===== config.mk =====
export PLATFORM = sky130hd
export DESIGN_NAME = uart_core_cfg
export DESIGN_NICKNAME = d
export VERILOG_FILES = /design/src/rtl/uart_core_cfg.sv
export SDC_FILE = /design/constraint.sdc
export NUM_CORES = 1
export LEC_CHECK = 0
export ABC_CLOCK_PERIOD_IN_PS = 2900
export CORE_ASPECT_RATIO = 2
export CORE_MARGIN = 8
export CORE_UTILIZATION = 63
export CTS_CLUSTER_SIZE = 30
export DETAILED_ROUTE_END_ITERATION = 10
export DONT_BUFFER_PORTS = 1
export HOLD_SLACK_MARGIN = 0.12
export PLACE_DENSITY = 0.82
export SKIP_LAST_GASP = 1
export SYNTH_ARGS = -nofsm -noshare
export SYNTH_HDL_FRONTEND = slang
export SYNTH_SLANG_ARGS = --single-unit

===== constraint.sdc =====
create_clock -name clk -period 2.9 [get_ports clk]
set_clock_uncertainty 0.15 [all_clocks]
set_input_delay 0.29 -clock clk [delete_from_list [all_inputs] [get_ports clk]]
set_output_delay 0.29 -clock clk [all_outputs]
set_load 0.01 [all_outputs]

===== src/rtl/uart_core_cfg.sv =====
// Configurable full-duplex UART: TX and RX share one 16x oversampling tick.
// RX uses a 2-flop synchroniser and a 3-sample majority vote per bit.
`timescale 1ns/1ps
module uart_core_cfg #(
  parameter int CLK_FREQ  = 100000000,
  parameter int BAUD_RATE = 115200,
  parameter int DATA_BITS = 8,
  parameter int PARITY    = 0,
  parameter int STOP_BITS = 1
) (
  input  logic                 clk,
  input  logic                 rst,
  input  logic                 tx_start,
  input  logic [DATA_BITS-1:0] tx_data,
  output logic                 tx,
  output logic                 tx_busy,
  output logic                 tx_done,
  input  logic                 rx,
  output logic [DATA_BITS-1:0] rx_data,
  output logic                 rx_valid,
  output logic                 rx_parity_err,
  output logic                 rx_frame_err
);

  localparam int DIV = CLK_FREQ / (BAUD_RATE * 16);
  localparam int TW  = (DIV > 1) ? $clog2(DIV) : 1;

  typedef enum logic [2:0] {S_IDLE, S_START, S_DATA, S_PARITY, S_STOP} state_e;

  function automatic logic par_bit(input logic [DATA_BITS-1:0] d);
    return (PARITY == 1) ? ~^d : ^d;
  endfunction

  function automatic logic maj3(input logic a, input logic b, input logic c);
    return (a & b) | (a & c) | (b & c);
  endfunction

  // ---------------- tick generator ----------------
  logic [TW-1:0] tick_cnt_q, tick_cnt_d;
  logic          tick_s;

  // free-running oversampling divider
  always_comb begin
    tick_s     = (tick_cnt_q == TW'(DIV - 1));
    tick_cnt_d = tick_s ? '0 : tick_cnt_q + TW'(1);
  end

  always_ff @(posedge clk or posedge rst) begin
    if (rst) tick_cnt_q <= '0;
    else     tick_cnt_q <= tick_cnt_d;
  end

  // ---------------- transmitter ----------------
  state_e               tx_state_q, tx_state_d;
  logic [3:0]           tx_sub_q, tx_sub_d;
  logic [3:0]           tx_bit_q, tx_bit_d;
  logic [DATA_BITS-1:0] tx_sh_q, tx_sh_d;
  logic                 tx_par_q, tx_par_d;
  logic                 tx_q, tx_d;
  logic                 tx_busy_q, tx_busy_d;
  logic                 tx_done_q, tx_done_d;
  logic                 tx_bit_end_s;

  // TX next state; the line output is registered so it lags the state by one cycle
  always_comb begin
    tx_state_d   = tx_state_q;
    tx_sub_d     = tx_sub_q;
    tx_bit_d     = tx_bit_q;
    tx_sh_d      = tx_sh_q;
    tx_par_d     = tx_par_q;
    tx_busy_d    = tx_busy_q;
    tx_done_d    = 1'b0;
    tx_d         = 1'b1;
    tx_bit_end_s = tick_s && (tx_sub_q == 4'd15);
    if (tick_s && (tx_state_q != S_IDLE)) tx_sub_d = tx_sub_q + 4'd1;
    case (tx_state_q)
      S_IDLE: begin
        tx_d = 1'b1;
        if (tx_start) begin
          tx_sh_d    = tx_data;
          tx_par_d   = par_bit(tx_data);
          tx_sub_d   = 4'd0;
          tx_bit_d   = 4'd0;
          tx_busy_d  = 1'b1;
          tx_state_d = S_START;
        end
      end
      S_START: begin
        tx_d = 1'b0;
        if (tx_bit_end_s) begin
          tx_bit_d   = 4'd0;
          tx_state_d = S_DATA;
        end
      end
      S_DATA: begin
        tx_d = tx_sh_q[0];
        if (tx_bit_end_s) begin
          tx_sh_d = tx_sh_q >> 1;
          if (tx_bit_q == 4'(DATA_BITS - 1)) begin
            tx_bit_d   = 4'd0;
            tx_state_d = (PARITY != 0) ? S_PARITY : S_STOP;
          end else begin
            tx_bit_d = tx_bit_q + 4'd1;
          end
        end
      end
      S_PARITY: begin
        tx_d = tx_par_q;
        if (tx_bit_end_s) begin
          tx_bit_d   = 4'd0;
          tx_state_d = S_STOP;
        end
      end
      S_STOP: begin
        tx_d = 1'b1;
        if (tx_bit_end_s) begin
          if (tx_bit_q == 4'(STOP_BITS - 1)) begin
            tx_done_d  = 1'b1;
            tx_busy_d  = 1'b0;
            tx_state_d = S_IDLE;
          end else begin
            tx_bit_d = tx_bit_q + 4'd1;
          end
        end
      end
      default: begin
        tx_busy_d  = 1'b0;
        tx_state_d = S_IDLE;
      end
    endcase
  end

  // TX state register
  always_ff @(posedge clk or posedge rst) begin
    if (rst) begin
      tx_state_q <= S_IDLE;
      tx_sub_q   <= 4'd0;
      tx_bit_q   <= 4'd0;
      tx_sh_q    <= '0;
      tx_par_q   <= 1'b0;
      tx_q       <= 1'b1;
      tx_busy_q  <= 1'b0;
      tx_done_q  <= 1'b0;
    end else begin
      tx_state_q <= tx_state_d;
      tx_sub_q   <= tx_sub_d;
      tx_bit_q   <= tx_bit_d;
      tx_sh_q    <= tx_sh_d;
      tx_par_q   <= tx_par_d;
      tx_q       <= tx_d;
      tx_busy_q  <= tx_busy_d;
      tx_done_q  <= tx_done_d;
    end
  end

  assign tx      = tx_q;
  assign tx_busy = tx_busy_q;
  assign tx_done = tx_done_q;

  // ---------------- receiver ----------------
  state_e               rx_state_q, rx_state_d;
  logic                 rx_meta_q, rx_meta_d;
  logic                 rx_s_q, rx_s_d;
  logic [3:0]           rx_sub_q, rx_sub_d;
  logic [3:0]           rx_bit_q, rx_bit_d;
  logic [DATA_BITS-1:0] rx_sh_q, rx_sh_d;
  logic                 rx_s7_q, rx_s7_d;
  logic                 rx_s8_q, rx_s8_d;
  logic                 rx_perr_q, rx_perr_d;
  logic [DATA_BITS-1:0] rx_data_q, rx_data_d;
  logic                 rx_valid_q, rx_valid_d;
  logic                 rx_pe_q, rx_pe_d;
  logic                 rx_fe_q, rx_fe_d;
  logic                 rx_samp_end_s, rx_bit_end_s, rx_maj_s;

  // RX next state; every bit is decided on sub-tick 9 from samples 7, 8 and 9
  always_comb begin
    rx_state_d    = rx_state_q;
    rx_meta_d     = rx;
    rx_s_d        = rx_meta_q;
    rx_sub_d      = rx_sub_q;
    rx_bit_d      = rx_bit_q;
    rx_sh_d       = rx_sh_q;
    rx_s7_d       = rx_s7_q;
    rx_s8_d       = rx_s8_q;
    rx_perr_d     = rx_perr_q;
    rx_data_d     = rx_data_q;
    rx_valid_d    = 1'b0;
    rx_pe_d       = 1'b0;
    rx_fe_d       = 1'b0;
    rx_samp_end_s = tick_s && (rx_sub_q == 4'd9);
    rx_bit_end_s  = tick_s && (rx_sub_q == 4'd15);
    rx_maj_s      = maj3(rx_s7_q, rx_s8_q, rx_s_q);
    if (tick_s && (rx_state_q != S_IDLE)) begin
      rx_sub_d = rx_sub_q + 4'd1;
      if (rx_sub_q == 4'd7) rx_s7_d = rx_s_q;
      else if (rx_sub_q == 4'd8) rx_s8_d = rx_s_q;
      else rx_s7_d = rx_s7_q;
    end
    case (rx_state_q)
      S_IDLE: begin
        if (!rx_s_q) begin
          rx_sub_d   = 4'd0;
          rx_perr_d  = 1'b0;
          rx_state_d = S_START;
        end
      end
      S_START: begin
        if (rx_samp_end_s && rx_maj_s) begin
          rx_state_d = S_IDLE;
        end else if (rx_bit_end_s) begin
          rx_bit_d   = 4'd0;
          rx_state_d = S_DATA;
        end else begin
          rx_state_d = S_START;
        end
      end
      S_DATA: begin
        if (rx_samp_end_s) rx_sh_d = {rx_maj_s, rx_sh_q[DATA_BITS-1:1]};
        else               rx_sh_d = rx_sh_q;
        if (rx_bit_end_s) begin
          if (rx_bit_q == 4'(DATA_BITS - 1)) begin
            rx_bit_d   = 4'd0;
            rx_state_d = (PARITY != 0) ? S_PARITY : S_STOP;
          end else begin
            rx_bit_d = rx_bit_q + 4'd1;
          end
        end
      end
      S_PARITY: begin
        if (rx_samp_end_s) rx_perr_d = (rx_maj_s != par_bit(rx_sh_q));
        else               rx_perr_d = rx_perr_q;
        if (rx_bit_end_s) rx_state_d = S_STOP;
        else              rx_state_d = S_PARITY;
      end
      S_STOP: begin
        // leave immediately so a start edge right after this stop sample is caught
        if (rx_samp_end_s) begin
          if (rx_maj_s) begin
            rx_data_d  = rx_sh_q;
            rx_valid_d = 1'b1;
            rx_pe_d    = rx_perr_q;
          end else begin
            rx_fe_d = 1'b1;
          end
          rx_state_d = S_IDLE;
        end else begin
          rx_state_d = S_STOP;
        end
      end
      default: rx_state_d = S_IDLE;
    endcase
  end

  // RX state register and synchroniser
  always_ff @(posedge clk or posedge rst) begin
    if (rst) begin
      rx_state_q <= S_IDLE;
      rx_meta_q  <= 1'b1;
      rx_s_q     <= 1'b1;
      rx_sub_q   <= 4'd0;
      rx_bit_q   <= 4'd0;
      rx_sh_q    <= '0;
      rx_s7_q    <= 1'b1;
      rx_s8_q    <= 1'b1;
      rx_perr_q  <= 1'b0;
      rx_data_q  <= '0;
      rx_valid_q <= 1'b0;
      rx_pe_q    <= 1'b0;
      rx_fe_q    <= 1'b0;
    end else begin
      rx_state_q <= rx_state_d;
      rx_meta_q  <= rx_meta_d;
      rx_s_q     <= rx_s_d;
      rx_sub_q   <= rx_sub_d;
      rx_bit_q   <= rx_bit_d;
      rx_sh_q    <= rx_sh_d;
      rx_s7_q    <= rx_s7_d;
      rx_s8_q    <= rx_s8_d;
      rx_perr_q  <= rx_perr_d;
      rx_data_q  <= rx_data_d;
      rx_valid_q <= rx_valid_d;
      rx_pe_q    <= rx_pe_d;
      rx_fe_q    <= rx_fe_d;
    end
  end

  assign rx_data       = rx_data_q;
  assign rx_valid      = rx_valid_q;
  assign rx_parity_err = rx_pe_q;
  assign rx_frame_err  = rx_fe_q;

endmodule

* After elaboration in Yosys (flattened, before gate mapping) *
Index checks and enable logic that the tools add are counted.

operators by class
  reduce and logical (&&, ||, !) cells = 31
  bitwise operators = 7
  eq/ne operators = 32
  mux-type cells = 58
  $add $sub $neg = 5

operators with widths
  operator                                                         number
  4-bit 2-to-1 mux                                                 16
  3-bit 2-to-1 mux                                                 12
  3-bit case mux with 5 select lines                               2
  2-bit != test, second input constant                             14
  1-bit 2-to-1 mux                                                 17
  4-bit by 1-bit adder with 4-bit output, second input constant    4
  4-bit == test, second input constant                             4
  8-bit 2-to-1 mux                                                 2
  4-bit case mux with 4 select lines                               1
  8-bit case mux with 2 select lines                               1
  8-bit XOR reduction                                              2
  3-bit AND reduction                                              5
  3-bit by 2-bit == test with 1-bit output, second input constant  4
  4-bit by 3-bit == test with 1-bit output, second input constant  3
  4-bit case mux with 2 select lines                               1
  4-bit AND reduction                                              2
  7-bit AND reduction                                              1
  6-bit by 1-bit adder with 6-bit output, second input constant    1
  3-bit by 1-bit == test with 1-bit output, second input constant  2
  3-bit == test, second input constant                             2
  6-bit == test, second input constant                             1
  1-bit logical AND                                                6
  3-bit logical NOT                                                2
  6-bit 2-to-1 mux                                                 1
  other kinds (16)                                                 27

storage, ports and cells
  bits in registers = 64
  logic and storage cells = 155
  bits of input ports = 12

* Depth between registers and ports, before layout *
Gate-level depths: netlist of run 1.

  depth after elaboration = 6
  gate-level depth with buffers = 8

* Worst setup path before layout of run 1 *
OpenSTA, ideal clock, no wires.

  path type = register to register
  from = register rx_sub_q[0]
  to = register rx_bit_q[3]
  clock period less this slack = 2.128 ns
  stages on the path, launching flop included = 7
  setup slack = 0.772 ns
  path buffers = 1
  arrival = 1.886 ns
  required time = 2.658 ns
  cell sequence = dfrtp_1 -> ha_1 -> and3_1 -> or3b_1 -> buf_2 -> or4_4 -> o31ai_2

on the way
  word-level cells in the longest chain between the ends = 5
  elaborated cells between the ends (all ways) = 9

ends and longest elaborated chain
  item                                    line  RTL
  start: declaration                      164   logic [3:0] rx_sub_q, rx_sub_d;
  start signal: assignment                275   rx_sub_q <= rx_sub_d;
  4-bit == test                           191   rx_samp_end_s = tick_s && (rx_sub_q == 4'd9);
  1-bit logical AND                       191
  1-bit logical AND                       209   if (rx_samp_end_s && rx_maj_s) begin
  2-bit != test (no source line)          n/a
  4-bit AND reduction (no source line) *  n/a
  end signal: assignment                  276   rx_bit_q <= rx_bit_d;
  end: declaration                        165   logic [3:0] rx_bit_q, rx_bit_d;

Mark *: on every way between the ends. The rest lies on a longest branch, timed or not.
A chain may end at the register's enable or synchronous reset.

* Final worst setup path of run 1 *
  from = register tick_cnt_q[1]
  to = register rx_bit_q[3]

on the way
  word-level cells in the longest chain between the ends = 5
  elaborated cells between the ends (all ways) = 8

ends and longest elaborated chain
  item                                    line  RTL
  start: declaration                      39    logic [TW-1:0] tick_cnt_q, tick_cnt_d;
  start signal: assignment                50    else tick_cnt_q <= tick_cnt_d;
  6-bit == test *                         44    tick_s = (tick_cnt_q == TW'(DIV - 1));
  1-bit logical AND                       191
  1-bit logical AND                       209
  2-bit != test (no source line)          n/a
  4-bit AND reduction (no source line) *  n/a

Marked as above.

==> metrics.cfg, run 1 <==
[run_status]
status=completed

[placed_design]
gp_congestion=0.869
dp_hpwl_um=4650
io_buffers=0

[worst_setup_path]
reg2regPathDepth=6
crit_chain=inv_1, ha_1, inv_1, or3b_1, or4_4, o31ai_2
worstPathArrival_ps=2430
cpPeakStageDelay_ps=570
crit_start=tick_cnt_q[1]$_DFF_PP0_
critical_path_required_ps=3000
endpoint=rx_bit_q[3]$_DFFE_PP0P_
startpoint_type=flip-flop
r2r_slack_ps=570
crit_slowest_cell=or4_4
crit_path_max_fanout=8
worstReg2RegStart=tick_cnt_q[1]$_DFF_PP0_
crit_top_cell=inv_1
cp-end-kind=flip-flop
timing.rr.end=rx_bit_q[3]$_DFFE_PP0P_
path_class=reg2reg

[global_route]
grt_pass1_wl_um=11000
grt_max_degree=39
grt_pass1_vias=2401
antenna_found_initial=0
track_usage=0.189
grt-ovfl-total=0

[timing]
setup_viol=0
post-route-period-util=0.803
final.setup.tns_ps=0
max_freq_ghz=0.429
rsz0062_at_grt=no
relSlewSlack=0.501
min_period_ps=2330
worstMarginPinSlew_ps=742
slew_viol_final=0
finalHoldViolCount=0

[cts]
holdBufCountCts=11
clock_latency_ps=350
cts_tree=yes
cts-root-buf=clkbuf_8
cts_resized=0
cts_buffers=9
cts.reportedPaths.clkPinSlew_ps=70
clockBufferDepth=2
postCtsSetupBuffers=0
htree_levels=3
clock_sinks=64

[die]
die_h_um=116
io_pins=26
die_x_um=66.1
die_area_um2=7680
coreArea_um2=4860
start_util=0.650
fp-row-count=36

[synth]
synth-warning-count=0
synth_area_um2=3160
synthCells=308
synthFlopType=dfrtp_1
synth_top_area_frac=0.467
ys_seq_elements=64
synth-edff-count=0
synth.largest_area_cell=dfrtp_1
yosys.cell_types.count=43
synth.avg_cell_area_um2=10.3
synth_nets=329
synth_area_leaders=dfrtp_1, mux2_2, xnor2_1
async_flop_share=1.00
ys_seq_area_frac=0.508

[routing]
num_vias=2312
wirelength_met1_um=2250
drt_iter0_markers=134
route.antenna.remaining_nets=0
wl_per_cell_um=16.8
firstDrtPassIters=4
drt-total-wl_um=6520
routed.top_layer=met4
met3WireLength_um=339
wl_met2_um=3740
viasPerCell=5.94
drc_errors=0

[power]
power_density_nw_per_um2=459
cellLeakagePower_nw=1.56
total_power_mw=1.62
max-vdd-ir-drop_uv=438

[cells_and_area]
fill_cells=350
regArea_um2=1610
num_antenna_cells=0
layout_common_cells=dfrtp_1, nand2_1, nor2_1
layout_commonest_cell=dfrtp_1
fin_nets=348
syn_to_final_growth_pct=11.3
drive_above_1_share=0.151
multiInputGateArea_um2=1460

[worst_hold_path]
hold_class=in2reg
min-delay-start=tx_start

[job]
maxCapViolations=0

==> cells in the mapped netlist, drive strengths merged (2+ instances only) <==
| cell type | number |
|---|---|
| a211oi | 2 |
| a21oi | 19 |
| and2 | 3 |
| and3 | 2 |
| buf | 5 |
| clkbuf | 3 |
| dfrtp | 59 |
| dfstp | 5 |
| ha | 9 |
| inv | 15 |
| mux2 | 20 |
| mux2i | 8 |
| nand2 | 31 |
| nand2b | 6 |
| nand3 | 8 |
| nand3b | 2 |
| nand4 | 4 |
| nand4b | 2 |
| nor2 | 28 |
| nor3 | 9 |
| nor3b | 2 |
| nor4 | 4 |
| o21ai | 23 |
| o21bai | 2 |
| o31ai | 3 |
| or3 | 2 |
| or3b | 2 |
| xnor2 | 17 |
| xor2 | 4 |
==> power by group <==
part           switching, mW  total, mW  internal [mW]
Combinational         0.0268     0.0501         0.0233
Clock                  0.339      0.668          0.330
Sequential           0.00124      0.897          0.895
Total                  0.367       1.62           1.25
==> flip-flops by register name, summed over array words and instances (netlist names), 4 cells and up <==
register	count
tick_cnt_q	6
tx_sh_q	8
tx_sub_q	4
rx_sh_q	8
rx_sub_q	4
rx_bit_q	4
rx_data	8
tx_bit_q	4
==> worst max-delay path: cells and delay by family (launching register included) <==
family                     cells  cell delay, ps
AOI/OAI and AO/OA              1             200
adders and majority gates      1             180
buffers and inverters          2             200
DFF                            1             420
and+or+nand+nor                2            1090
==> kinds of logic after synthesis <==
| family | synth area share |
|---|---|
| simple gates | 0.167 |
| flops | 0.508 |
| compound gates | 0.102 |
| mux | 0.0965 |
| buf+inv | 0.0289 |
| xor+xnor | 0.0581 |
| fa+ha+maj | 0.0388 |
==> worst min path at each step <==
stage | to | slack (ps) | cells after the start
floorplan | rx_meta_q$_DFF_PP1_ | 140 | 0
global placement | tx_sh_q[1]$_DFFE_PP0P_ | 100 | 1
detailed placement | tx_sh_q[1]$_DFFE_PP0P_ | 110 | 1
CTS | tx_sh_q[7]$_DFFE_PP0P_ | 140 | 3
global route | tx_sh_q[7]$_DFFE_PP0P_ | 140 | 3
finish | tx_sh_q[7]$_DFFE_PP0P_ | 170 | 3
==> per-layer routing <==
layer / GRT usage / vias up
li1: - / 1110
met1: 0.173 / 1109
met2: 0.346 / 74
met3: 0.0634 / 19
met4: 0.102 / 0
met5: 0 / -
==> through the flow <==
stage          setup WS [ps]  utilization  hold WS, ps  cell area [µm²]  std cells
2_1_floorplan            772            -          144             3160        308
3_3_place_gp             714        0.665         95.3             3240        362
3_5_place_dp             612        0.665          109             3240        362
4_1_cts                  568        0.724          144             3520        389
5_1_grt                  467        0.724          145             3520        389
6_report                 571        0.724          169             3520        389
==> layout make-up <==
| type | count | share of cell area |
|---|---|---|
| Tap cell | 57 | 0.0203 |
| Multi-Input combinational cell | 221 | 0.416 |
| Timing Repair Buffer | 16 | 0.0419 |
| Inverter | 15 | 0.0160 |
| Clock buffer | 11 | 0.0402 |
| Sequential cell | 64 | 0.457 |
| Clock inverter | 5 | 0.00924 |
No activity file was read; power rests on OpenSTA's default activity.
==> run 2, diff against run 1 <==
- ABC_CLOCK_PERIOD_IN_PS: 2900 -> 2200
- clock period: 2.9 -> 2.2 ns (I/O delays scaled with it)
==> run 2 against run 1 <==
Utilization is 4.5 points higher. First-iteration DRC count is 42% higher. Clock-buffer cell count stayed put. Die area stayed put. Global-route usage is 1.9 points higher. Sequential share of layout area is 2.7 points lower. Via count is 5.4% higher. Final cell count is 5.7% higher. Fmax is 10% higher. Non-clock buffer count is 22 higher. Critical path depth stayed put. Combinational power is 49% higher.
==> metrics.cfg, run 2 (synthesis gave the netlist of run 1 again) <==
[run_status]
status=completed

[worst_setup_path]
worstPathArrival_ps=2180
worstReg2RegStart=rx_sub_q[1]$_DFF_PP0_
critical_path_required_ps=2270
startpoint_type=flip-flop
crit_path_max_fanout=4
path_class=reg2reg
reg2regPathDepth=6
crit_cells=6
cp_top_family=simple AND/OR/NAND/NOR gates
timing.rr.end=rx_bit_q[3]$_DFFE_PP0P_
r2r_slack_ps=90
crit_chain=ha_2, and3_1, or3b_4, or3_1, o21ai_1, o31ai_2
cp_num_buf_inv=0
cpPeakStageDelay_ps=420
crit_slowest_cell=or3_1
cp-end-kind=flip-flop

[cells_and_area]
fill_cells=303
drive_above_1_share=0.203
layout_commonest_cell=dfrtp_1
syn_to_final_growth_pct=18.3
fin_nets=370
num_antenna_cells=0
final_cells=411
layout_common_cells=dfrtp_1, nand2_1, nor2_1

[timing]
finalHoldViolCount=0
setup_viol=0
final.setup.tns_ps=0
slew_viol_final=0
min_period_ps=2110
worst_slack_ps=91.7
relSlewSlack=0.682
max_freq_ghz=0.474
post-route-period-util=0.958
worstMarginPinSlew_ps=472
rsz0062_at_grt=no

[global_route]
antenna_found_initial=0
met1_usage=0.192
grt_pass1_vias=2617
grt_max_degree=30
track_usage=0.208
use_met2=0.382
grt_pass1_wl_um=12100
grt-ovfl-total=0
grt.met3_usage=0.0596
grt.busiest_layer=met2

[routing]
drt-total-wl_um=7400
num_vias=2437
firstDrtPassIters=5
drc_errors=0
wl_per_cell_um=18.0
route.antenna.remaining_nets=0
drt_iter0_markers=190
viasPerCell=5.93

[placed_design]
io_buffers=0
pre_cts_ws_ps=73.7
dp_hpwl_um=4870
gp_congestion=0.826
dp.cells=378

[power]
power_density_nw_per_um2=608
cellLeakagePower_nw=1.69
max-vdd-ir-drop_uv=648
total_power_mw=2.27

[die]
start_util=0.650
io_pins=26
die_h_um=116
die_area_um2=7680
die_x_um=66.1
fp-row-count=36
coreArea_um2=4860

[worst_hold_path]
min-delay-start=tx_data[3]
hold_class=in2reg
hold_end=tx_par_q$_DFFE_PP0P_
hold_depth=4

[cts]
cts-root-buf=clkbuf_8
clock_latency_ps=350
cts_tree=yes
cts_buffers=9
htree_levels=3
clockBufferDepth=2
cts.reportedPaths.clkPinSlew_ps=80
clock_sinks=64

[job]
maxCapViolations=0

==> run 2: layout make-up <==
class | instances | area (µm²) | share of cell area
inverters | 15 | 56.3 | 0.0151
clock inverters | 5 | 56.3 | 0.0151
multi-input cells | 221 | 1480 | 0.394
repair buffers | 38 | 333 | 0.0890
clock buffers | 11 | 141 | 0.0378
flip-flops and latches | 64 | 1610 | 0.430
well taps | 57 | 71.3 | 0.0191
==> run 2: per-layer routing <==
layer  up-vias  wire length (µm)
li1       1153                 -
met4         0               216
met2        73              4280
met3        18               348
met5         -                 0
met1      1193              2550
==> run 2: per-stage QoR <==
stage	hold WS, ps	util	instance area [µm²]
after global routing	186	0.769	3740
after global placement	-82.7	0.693	3370
after CTS	162	0.762	3710
after detailed placement	-82.4	0.693	3370
final	177	0.769	3740
after floorplan	74.5	-	3160
==> run 2: what timing repair did <==
action,in CTS,in global routing
hold buffers,14,0
buffers inserted,0,3
endpoints found under the setup margin,0,4
endpoints found under the hold margin,74,0
gates resized for setup,0,4
==> run 2: how the worst max path moves through the flow <==
stage,to,slack (ps),from
2_1_floorplan,rx_bit_q[3]$_DFFE_PP0P_,70,rx_sub_q[0]$_DFF_PP0_
3_3_place_gp,rx_bit_q[3]$_DFFE_PP0P_,140,rx_sub_q[1]$_DFF_PP0_
3_5_place_dp,rx_bit_q[3]$_DFFE_PP0P_,70,rx_sub_q[1]$_DFF_PP0_
4_1_cts,rx_bit_q[3]$_DFFE_PP0P_,60,rx_sub_q[1]$_DFF_PP0_
5_1_grt,rx_sh_q[0]$_DFFE_PP0P_,20,rx_sub_q[0]$_DFF_PP0_
6_report,rx_bit_q[3]$_DFFE_PP0P_,90,rx_sub_q[1]$_DFF_PP0_
==> run 2: power breakdown <==
group | internal, mW | total [mW] | switching [mW]
combinational | 0.0343 | 0.0744 | 0.0401
sequential | 1.18 | 1.18 | 0.00178
clock | 0.552 | 1.02 | 0.465
total | 1.77 | 2.27 | 0.507
==> run 2: worst register-to-register path: stages (launching register included) <==
cell	delay [ps]
dfrtp_1	380
ha_2	190
and3_1	180
or3b_4	400
or3_1	420
o21ai_1	180
o31ai_2	80
